$ cat src/rtl/otp_pkg.sv
// Shared definitions for the one-time-pad encoder/decoder pair.
package otp_pkg;

    localparam int unsigned BYTE_W = 8;
    localparam logic [BYTE_W-1:0] LFSR_ALL_ONES = 8'hFF;

    typedef enum logic [1:0] {
        IDLE,
        RUN,
        EXHAUSTED
    } otp_dec_state_t;

    // One left-shift step of the team LFSR; the encoder uses the same step.
    function automatic logic [BYTE_W-1:0] lfsr_step(input logic [BYTE_W-1:0] s);
        return {s[6:0], s[7] ^ s[6]};
    endfunction

endpackage

$ cat src/rtl/otp_keystream_gen.sv
// Keystream generator: 8-bit LFSR with seed load and multi-step advance.
// A zero seed is replaced by all-ones so the LFSR never locks at zero.
module otp_keystream_gen
    import otp_pkg::*;
#(
    parameter int unsigned STEPS_PER_BYTE = 8
) (
    input  logic              clk,
    input  logic              clear,
    input  logic              load,
    input  logic [BYTE_W-1:0] seed,
    input  logic              advance,
    output logic [BYTE_W-1:0] key
);

    logic [BYTE_W-1:0] lfsr_q;
    logic [BYTE_W-1:0] lfsr_adv;

    // Unroll all steps for one consumed byte into a single cycle.
    always_comb begin
        lfsr_adv = lfsr_q;
        for (int unsigned i = 0; i < STEPS_PER_BYTE; i++) begin
            lfsr_adv = lfsr_step(lfsr_adv);
        end
    end

    // LFSR register: clear, then seed load, then advance on each consumed byte.
    always_ff @(posedge clk) begin
        if (clear) begin
            lfsr_q <= LFSR_ALL_ONES;
        end else if (load) begin
            lfsr_q <= (seed == '0) ? LFSR_ALL_ONES : seed;
        end else if (advance) begin
            lfsr_q <= lfsr_adv;
        end
    end

    assign key = lfsr_q;

endmodule

$ cat src/rtl/otp_stream_dec.sv
// Byte-stream one-time-pad decoder with single-use pad enforcement.
// Optional parity tracking is enabled by defining OTP_DEC_PARITY_EN.
module otp_stream_dec
    import otp_pkg::*;
#(
    parameter  int unsigned STEPS_PER_BYTE = 8,
    parameter  int unsigned MAX_BYTES      = 256,
    localparam int unsigned CNT_W          = $clog2(MAX_BYTES + 1)
) (
    input  logic              clk,
    input  logic              clear,
    input  logic              seed_load,
    input  logic [BYTE_W-1:0] seed,
    input  logic              ct_valid,
    output logic              ct_ready,
    input  logic [BYTE_W-1:0] ct_data,
    output logic              pt_valid,
    input  logic              pt_ready,
    output logic [BYTE_W-1:0] pt_data,
    output logic              exhausted,
    output logic [CNT_W-1:0]  byte_cnt
`ifdef OTP_DEC_PARITY_EN
    ,
    input  logic              ct_par,
    output logic              pt_perr,
    output logic              perr_sticky
`endif
);

    localparam logic [CNT_W-1:0] MAX_CNT = CNT_W'(MAX_BYTES);

    otp_dec_state_t    state_q;
    logic [BYTE_W-1:0] key;
    logic              accept;
    logic [CNT_W-1:0]  cnt_inc;

    otp_keystream_gen #(
        .STEPS_PER_BYTE (STEPS_PER_BYTE)
    ) u_keystream (
        .clk     (clk),
        .clear   (clear),
        .load    (seed_load),
        .seed    (seed),
        .advance (accept),
        .key     (key)
    );

    // Accept only in RUN with a free (or draining) output slot; a seed load
    // blocks the handshake so no byte straddles the old and new pad.
    always_comb begin
        ct_ready = (state_q == RUN) && !seed_load && !clear && (!pt_valid || pt_ready);
        accept   = ct_valid && ct_ready;
        cnt_inc  = byte_cnt + CNT_W'(1);
    end

    // FSM, byte counter and one-entry output register.
    always_ff @(posedge clk) begin
        if (clear) begin
            state_q   <= IDLE;
            pt_valid  <= 1'b0;
            pt_data   <= '0;
            byte_cnt  <= '0;
            exhausted <= 1'b0;
        end else begin
            if (accept) begin
                pt_data  <= ct_data ^ key;
                pt_valid <= 1'b1;
                byte_cnt <= cnt_inc;
                if (cnt_inc == MAX_CNT) begin
                    state_q   <= EXHAUSTED;
                    exhausted <= 1'b1;
                end
            end else if (pt_ready) begin
                pt_valid <= 1'b0;
            end
            // A pending output byte is kept; only the pad restarts.
            if (seed_load) begin
                state_q   <= RUN;
                byte_cnt  <= '0;
                exhausted <= 1'b0;
            end
        end
    end

`ifdef OTP_DEC_PARITY_EN
    logic par_err;
    assign par_err = ^{ct_data, ct_par};

    // Parity flag travels with the byte; sticky flag spans the whole pad.
    always_ff @(posedge clk) begin
        if (clear) begin
            pt_perr     <= 1'b0;
            perr_sticky <= 1'b0;
        end else begin
            if (accept) begin
                pt_perr <= par_err;
                if (par_err) begin
                    perr_sticky <= 1'b1;
                end
            end
            if (seed_load) begin
                perr_sticky <= 1'b0;
            end
        end
    end
`else
    // Without parity the decoder is a pure keystream XOR.
`endif

endmodule

$ cat config.mk
export PLATFORM = sky130hd
export DESIGN_NAME = otp_stream_dec
export DESIGN_NICKNAME = d
export VERILOG_FILES = /design/src/rtl/otp_pkg.sv /design/src/rtl/otp_keystream_gen.sv /design/src/rtl/otp_stream_dec.sv
export SDC_FILE = /design/constraint.sdc
export NUM_CORES = 1
export LEC_CHECK = 0
export CORE_MARGIN = 2
export CORE_UTILIZATION = 51
export CTS_BUF_LIST = sky130_fd_sc_hd__clkbuf_4 sky130_fd_sc_hd__clkbuf_8
export DETAILED_ROUTE_END_ITERATION = 10
export DONT_BUFFER_PORTS = 1
export PLACE_DENSITY = 0.66
export SLEW_MARGIN = 15
export SYNTH_ARGS = -nofsm -noshare
export SYNTH_HDL_FRONTEND = slang
export SYNTH_SLANG_ARGS = --single-unit
$ cat constraint.sdc
create_clock -name clk -period 1.9 [get_ports clk]
set_input_delay 0.38 -clock clk [delete_from_list [all_inputs] [get_ports clk]]
set_output_delay 0.38 -clock clk [all_outputs]
set_load 0.005 [all_outputs]
# Yosys cells after proc, flatten, opt, wreduce, memory -nomap -nowiden
# Cells that the tools add are included.
classes:
  muxes: 8
  eq_ne: 2
  reduce_logical: 15
  n_bitwise: 9
  n_addsub: 1
op_table:
  columns: ["cell", "count"]
  rows:
  - ["8-bit two-way mux", 3]
  - ["9-bit by 1-bit adder with 9-bit output (second input constant)", 1]
  - ["9-bit equality test (second input constant)", 1]
  - ["8-bit zero test", 1]
  - ["1-bit XOR", 8]
  - ["8-bit XOR", 1]
  - ["2-bit nonzero test", 3]
  - ["1-bit two-way mux", 5]
  - ["1-bit logical AND", 4]
  - ["2-bit AND reduction", 2]
  - ["1-bit zero test", 3]
  - ["2-bit by 1-bit equality test with 1-bit output (second input constant)", 1]
  - ["2-bit OR reduction", 1]
  - ["1-bit logical OR", 1]
totals:
  word_cells: 41
  regBits: 28
  output_inout_bits: 20

# Logic depth before layout (Yosys ltp)
# Gate-level depths: netlist of run 1.
logic_depth:
  depth_word: 7
  mapped_depth: 7
  mapped_depth_nobuf: 6

# Cells and area by module
# Synthesis of run 1 repeated with hierarchy kept, for this count alone.
unflattened:
  hier_cells: 171
  hier_area_um2: 1536.5
modules_own_cells:
  columns: ["mod", "cells_per_inst", "seq_area_each_um2", "n_inst", "area_per_inst_um2"]
  rows:
  - ["otp_stream_dec", 116, 400.4, 1, 1041.0]
  - ["otp_keystream_gen", 55, 160.2, 1, 495.5]

# Worst setup path after synthesis of run 1
# OpenSTA, ideal clock, no wires.
synth_timing:
  path_kind: "flip-flop to flip-flop"
  start: "register byte_cnt[0]"
  end: "register state_q[0]"
  slack_ns: 0.221
  stages_incl_launch_ff: 7
  path_buffers: 0
  arrival_ns: 1.564
  period_less_slack_ns: 1.679
  setup_ns: 0.115
  cell_sequence: "dfxtp_1 ha_1 and3_1 and3_1 xor2_1 a41oi_1 o21ba_2"
synth_between:
  elab_chain_cells: 4
synth_lines:
  columns: ["item", "line", "text"]
  rows:
  - ["from (decl)", "otp_stream_dec.sv:21", "output logic [CNT_W-1:0] byte_cnt"]
  - ["from (signal assigned)", "otp_stream_dec.sv:68", "byte_cnt <= cnt_inc;"]
  - ["9-bit by 1-bit adder with 9-bit output", "otp_stream_dec.sv:53", "cnt_inc = byte_cnt + CNT_W'(1);"]
  - ["9-bit equality test", "otp_stream_dec.sv:69", "if (cnt_inc == MAX_CNT) begin"]
  - ["2-bit nonzero test (no source line)", null, null]
  - ["2-bit AND reduction (no source line)", null, null]
  - ["to (signal assigned)", "otp_stream_dec.sv:59", "state_q <= IDLE;"]
  - ["to (signal assigned)", "otp_stream_dec.sv:70", "state_q <= EXHAUSTED;"]
  - ["to (signal assigned)", "otp_stream_dec.sv:78", "state_q <= RUN;"]
  - ["to (decl)", "otp_stream_dec.sv:32", "otp_dec_state_t state_q;"]
# Every way passes these cells.
# A chain may end at the register's enable or synchronous reset.

# Worst setup path in the final report of run 1
layout_timing:
  start: "register byte_cnt[1]"
  end: "register state_q[0]"
# Same word-level chain as after synthesis.

==> results of run 1 <==
## through the flow
step | utilization | cells | power (mW)
floorplan | - | 170 | 0.734
global placement | 0.546 | 196 | 0.738
detailed placement | 0.546 | 196 | 0.742
CTS | 0.559 | 200 | 1.03
global route | 0.560 | 200 | 1.08
finish | 0.560 | 200 | 1.03
## layout make-up
| class | count | area [um2] |
|---|---|---|
| timing repair buffer | 4 | 42.5 |
| multi-input combinational | 127 | 843 |
| fill | 255 | 1210 |
| tap | 31 | 38.8 |
| inverter | 6 | 22.5 |
| sequential | 28 | 562 |
| clock buffer | 4 | 36.3 |
## worst max-delay path, stage by stage, from the launching register on
cell,delay (ns)
sky130_fd_sc_hd__dfxtp_1,0.41
sky130_fd_sc_hd__ha_1,0.24
sky130_fd_sc_hd__and3_2,0.25
sky130_fd_sc_hd__and3_1,0.19
sky130_fd_sc_hd__xor2_1,0.24
sky130_fd_sc_hd__a41oi_1,0.15
sky130_fd_sc_hd__o21ba_2,0.21
## flip-flops by register name, summed over array words and instances (netlist names)
register and count:
state_q 2, pt_data 8, u_keystream.key 8, pt_valid 1, byte_cnt 9
## cells in the final DEF, fill, tap and decap left out, types with 3 or more instances in the layout
cell type	count
sky130_fd_sc_hd__nand2_1	8
sky130_fd_sc_hd__a31oi_1	4
sky130_fd_sc_hd__buf_4	3
sky130_fd_sc_hd__a21oi_1	5
sky130_fd_sc_hd__xor2_1	8
sky130_fd_sc_hd__clkbuf_4	3
sky130_fd_sc_hd__dfxtp_1	27
sky130_fd_sc_hd__inv_1	6
sky130_fd_sc_hd__xnor2_1	12
sky130_fd_sc_hd__and3_1	3
sky130_fd_sc_hd__a211o_2	5
sky130_fd_sc_hd__nand4_1	3
sky130_fd_sc_hd__a211oi_1	8
sky130_fd_sc_hd__o21ai_1	6
sky130_fd_sc_hd__nand3_1	5
sky130_fd_sc_hd__nor2_1	30
## routing by layer
metal  share of wire  wire (um)
met4           0.018         56
met2            0.45       1360
met5               0          0
met1            0.44       1340
met3           0.092        279
## Yosys cell counts (all sizes together), types with 2 or more instances
master  instances  area [um2]
o21ai           7        35.0
a211oi          9        72.6
a211o           7        67.6
xnor2          12         105
and3            4        25.0
inv             6        22.5
nor3            2        10.0
a31oi           4        25.0
a21oi           5        25.0
nand4           3        18.8
and2            2        12.5
ha              2        25.0
buf             5        45.0
nand3           6        35.0
clkbuf          4        15.0
nor2           30         113
dfxtp          28         561
nand2           8        30.0
o31ai           2        28.8
o31a            2        17.5
a41oi           2        17.5
xor2            8        70.1
## cells by family after synthesis
kind of cell	synth area share
buf+inv	0.0556
fa+ha+maj	0.0168
flops	0.377
compound gates	0.221
xor+xnor	0.118
simple gates	0.211
## path summary, 6_finish.rpt
path | endpoint | depth (start not counted) | startpoint | slack [ns]
worst max-delay path | state_q[0]$_SDFFE_PP0P_ | 6 | byte_cnt[1]$_SDFFE_PP0P_ | 0.13
worst min-delay path | pt_valid$_SDFFE_PP0P_ | 1 | clear | 0.09
worst max register to register | state_q[0]$_SDFFE_PP0P_ | 6 | byte_cnt[1]$_SDFFE_PP0P_ | 0.13
worst min register to register | pt_data[0]$_SDFFE_PP0P_ | 2 | pt_data[0]$_SDFFE_PP0P_ | 0.52
## power by group
part	leakage [nW]	total, mW	switching, mW	internal (mW)
logic	0.316	0.101	0.0468	0.0541
registers	0.229	0.629	0.0224	0.606
clock network	0.0210	0.296	0.178	0.118
==> impl_metrics.yaml, run 1 <==
finish:
  layout_overhead_on_the_synthesized_area_pct: 4.04
  final_net_count: 193
  layout-drive-gt1-share: 0.130
  diodes: 0
  post-route-cell-area_um2: 1550
floorplan:
  fp-row-count: 19
  design.core.area_um2: 2760
  floorplan.die_area_um2: 3360
  initial_utilization: 0.539
  die_x_um: 58.0
  ios: 41
  die_h_um: 58.0
place:
  detailed_place.area_um2: 1510
  hpwl_um: 2220
  dp_slack_ns: 0.130
  routabilityCongestion: 0.855
  port_buffers: 0
clock_tree:
  cts.sink_count: 28
  cts_hold_repair.buffers: 0
  cts_tree: "yes"
  cts_buffers: 3
  worstSkewPairLatency_ns: 0.33
  maximum_buffer_depth_of_the_clock_tree: 2
  cts.repair_timing.setup_buffer_count: 0
  post_cts.resized_instances: 0
  cts-htree-levels: 1
  cts_root_buffer: "sky130_fd_sc_hd__clkbuf_4"
  clk_pin_slew_ns: 0.15
synthesis:
  postSynth.asyncResetShare: 0
  ys_ff_latch: 28
  netlist_instances: 170
  ys_types: 41
  syn-num-nets: 193
  synth.yosys.warnings: 0
  synth-edff-count: 0
  syn_avg_cell_area_um2: 8.74
  post_synth_instance_area_um2: 1490
  synth_ff_type: "sky130_fd_sc_hd__dfxtp_1"
  seq_area_frac_synth: 0.377
global_routing:
  grt.met3_usage: 0.0536
  gr-usage-all-layers: 0.200
  first_global_vias: 1147
  pin_count_of_the_biggest_net_entering_global_routing: 32
  grt_use_met2: 0.289
  global_route.usage.met1: 0.270
  grt_antenna_before_repair: 0
  grt_pass1_wl_um: 5200
  global_route.overflow_total: 0
  globalRoute.busiestLayer: "met2"
run:
  maxCapViolations: 0
sta:
  final.setup.worst_slack_ns: 0.131
  worst-slew-pin-transition_ns: 0.369
  final-max-slew-violation-count: 0
  final_period_minus_worst_setup_slack_ns: 1.77
  achievable-frequency_mhz: 565
  final.hold.worst_slack_ns: 0.0895
  layout_worst_path_cycle_share: 0.931
  final.setup.tns_ns: 0
  worst_setup_skew_after_layout_ns: 0.00268
  grt_setup_unrepaired: "no"
  timing.slew.headroom: 0.754
  final_hold_viol_count: 0
  setup_viol: 0
route:
  drt-pass1-iter-count: 4
  detail_route.vias_per_cell: 6.00
  wl_per_cell_um: 15.2
  final_antenna_net_count: 0
  num_vias: 1199
  drt_iter0_markers: 60
  drc_errors: 0
  route.final.wire_length_um: 3040
setup_path:
  path_class: "reg -> reg"
  cp_data_required_time_ns: 2.15
  startpoint_type_of_the_worst_setup_path: "flip-flop"
  endpoint_kind: "flip-flop"
  timing.critical_path.fanout_max: 5
  timing.critical_path.arrival_ns: 2.02
pwr:
  power.density_cell_area_nw_per_um2: 664
  cellLeakagePower_nw: 0.565
  peakVddDrop_uv: 415
min_path:
  worst_hold_path_type: "in -> reg"
outcome:
  outcome: "complete, no violations"
Power figures use the tool's default switching activity.
==> inputs of run 2 (changes only) <==
Settings changed: SKIP_CTS_REPAIR_TIMING set to 1.
==> results of run 2 <==
The final DEF is identical to that of run 1; final timing and power are the same.
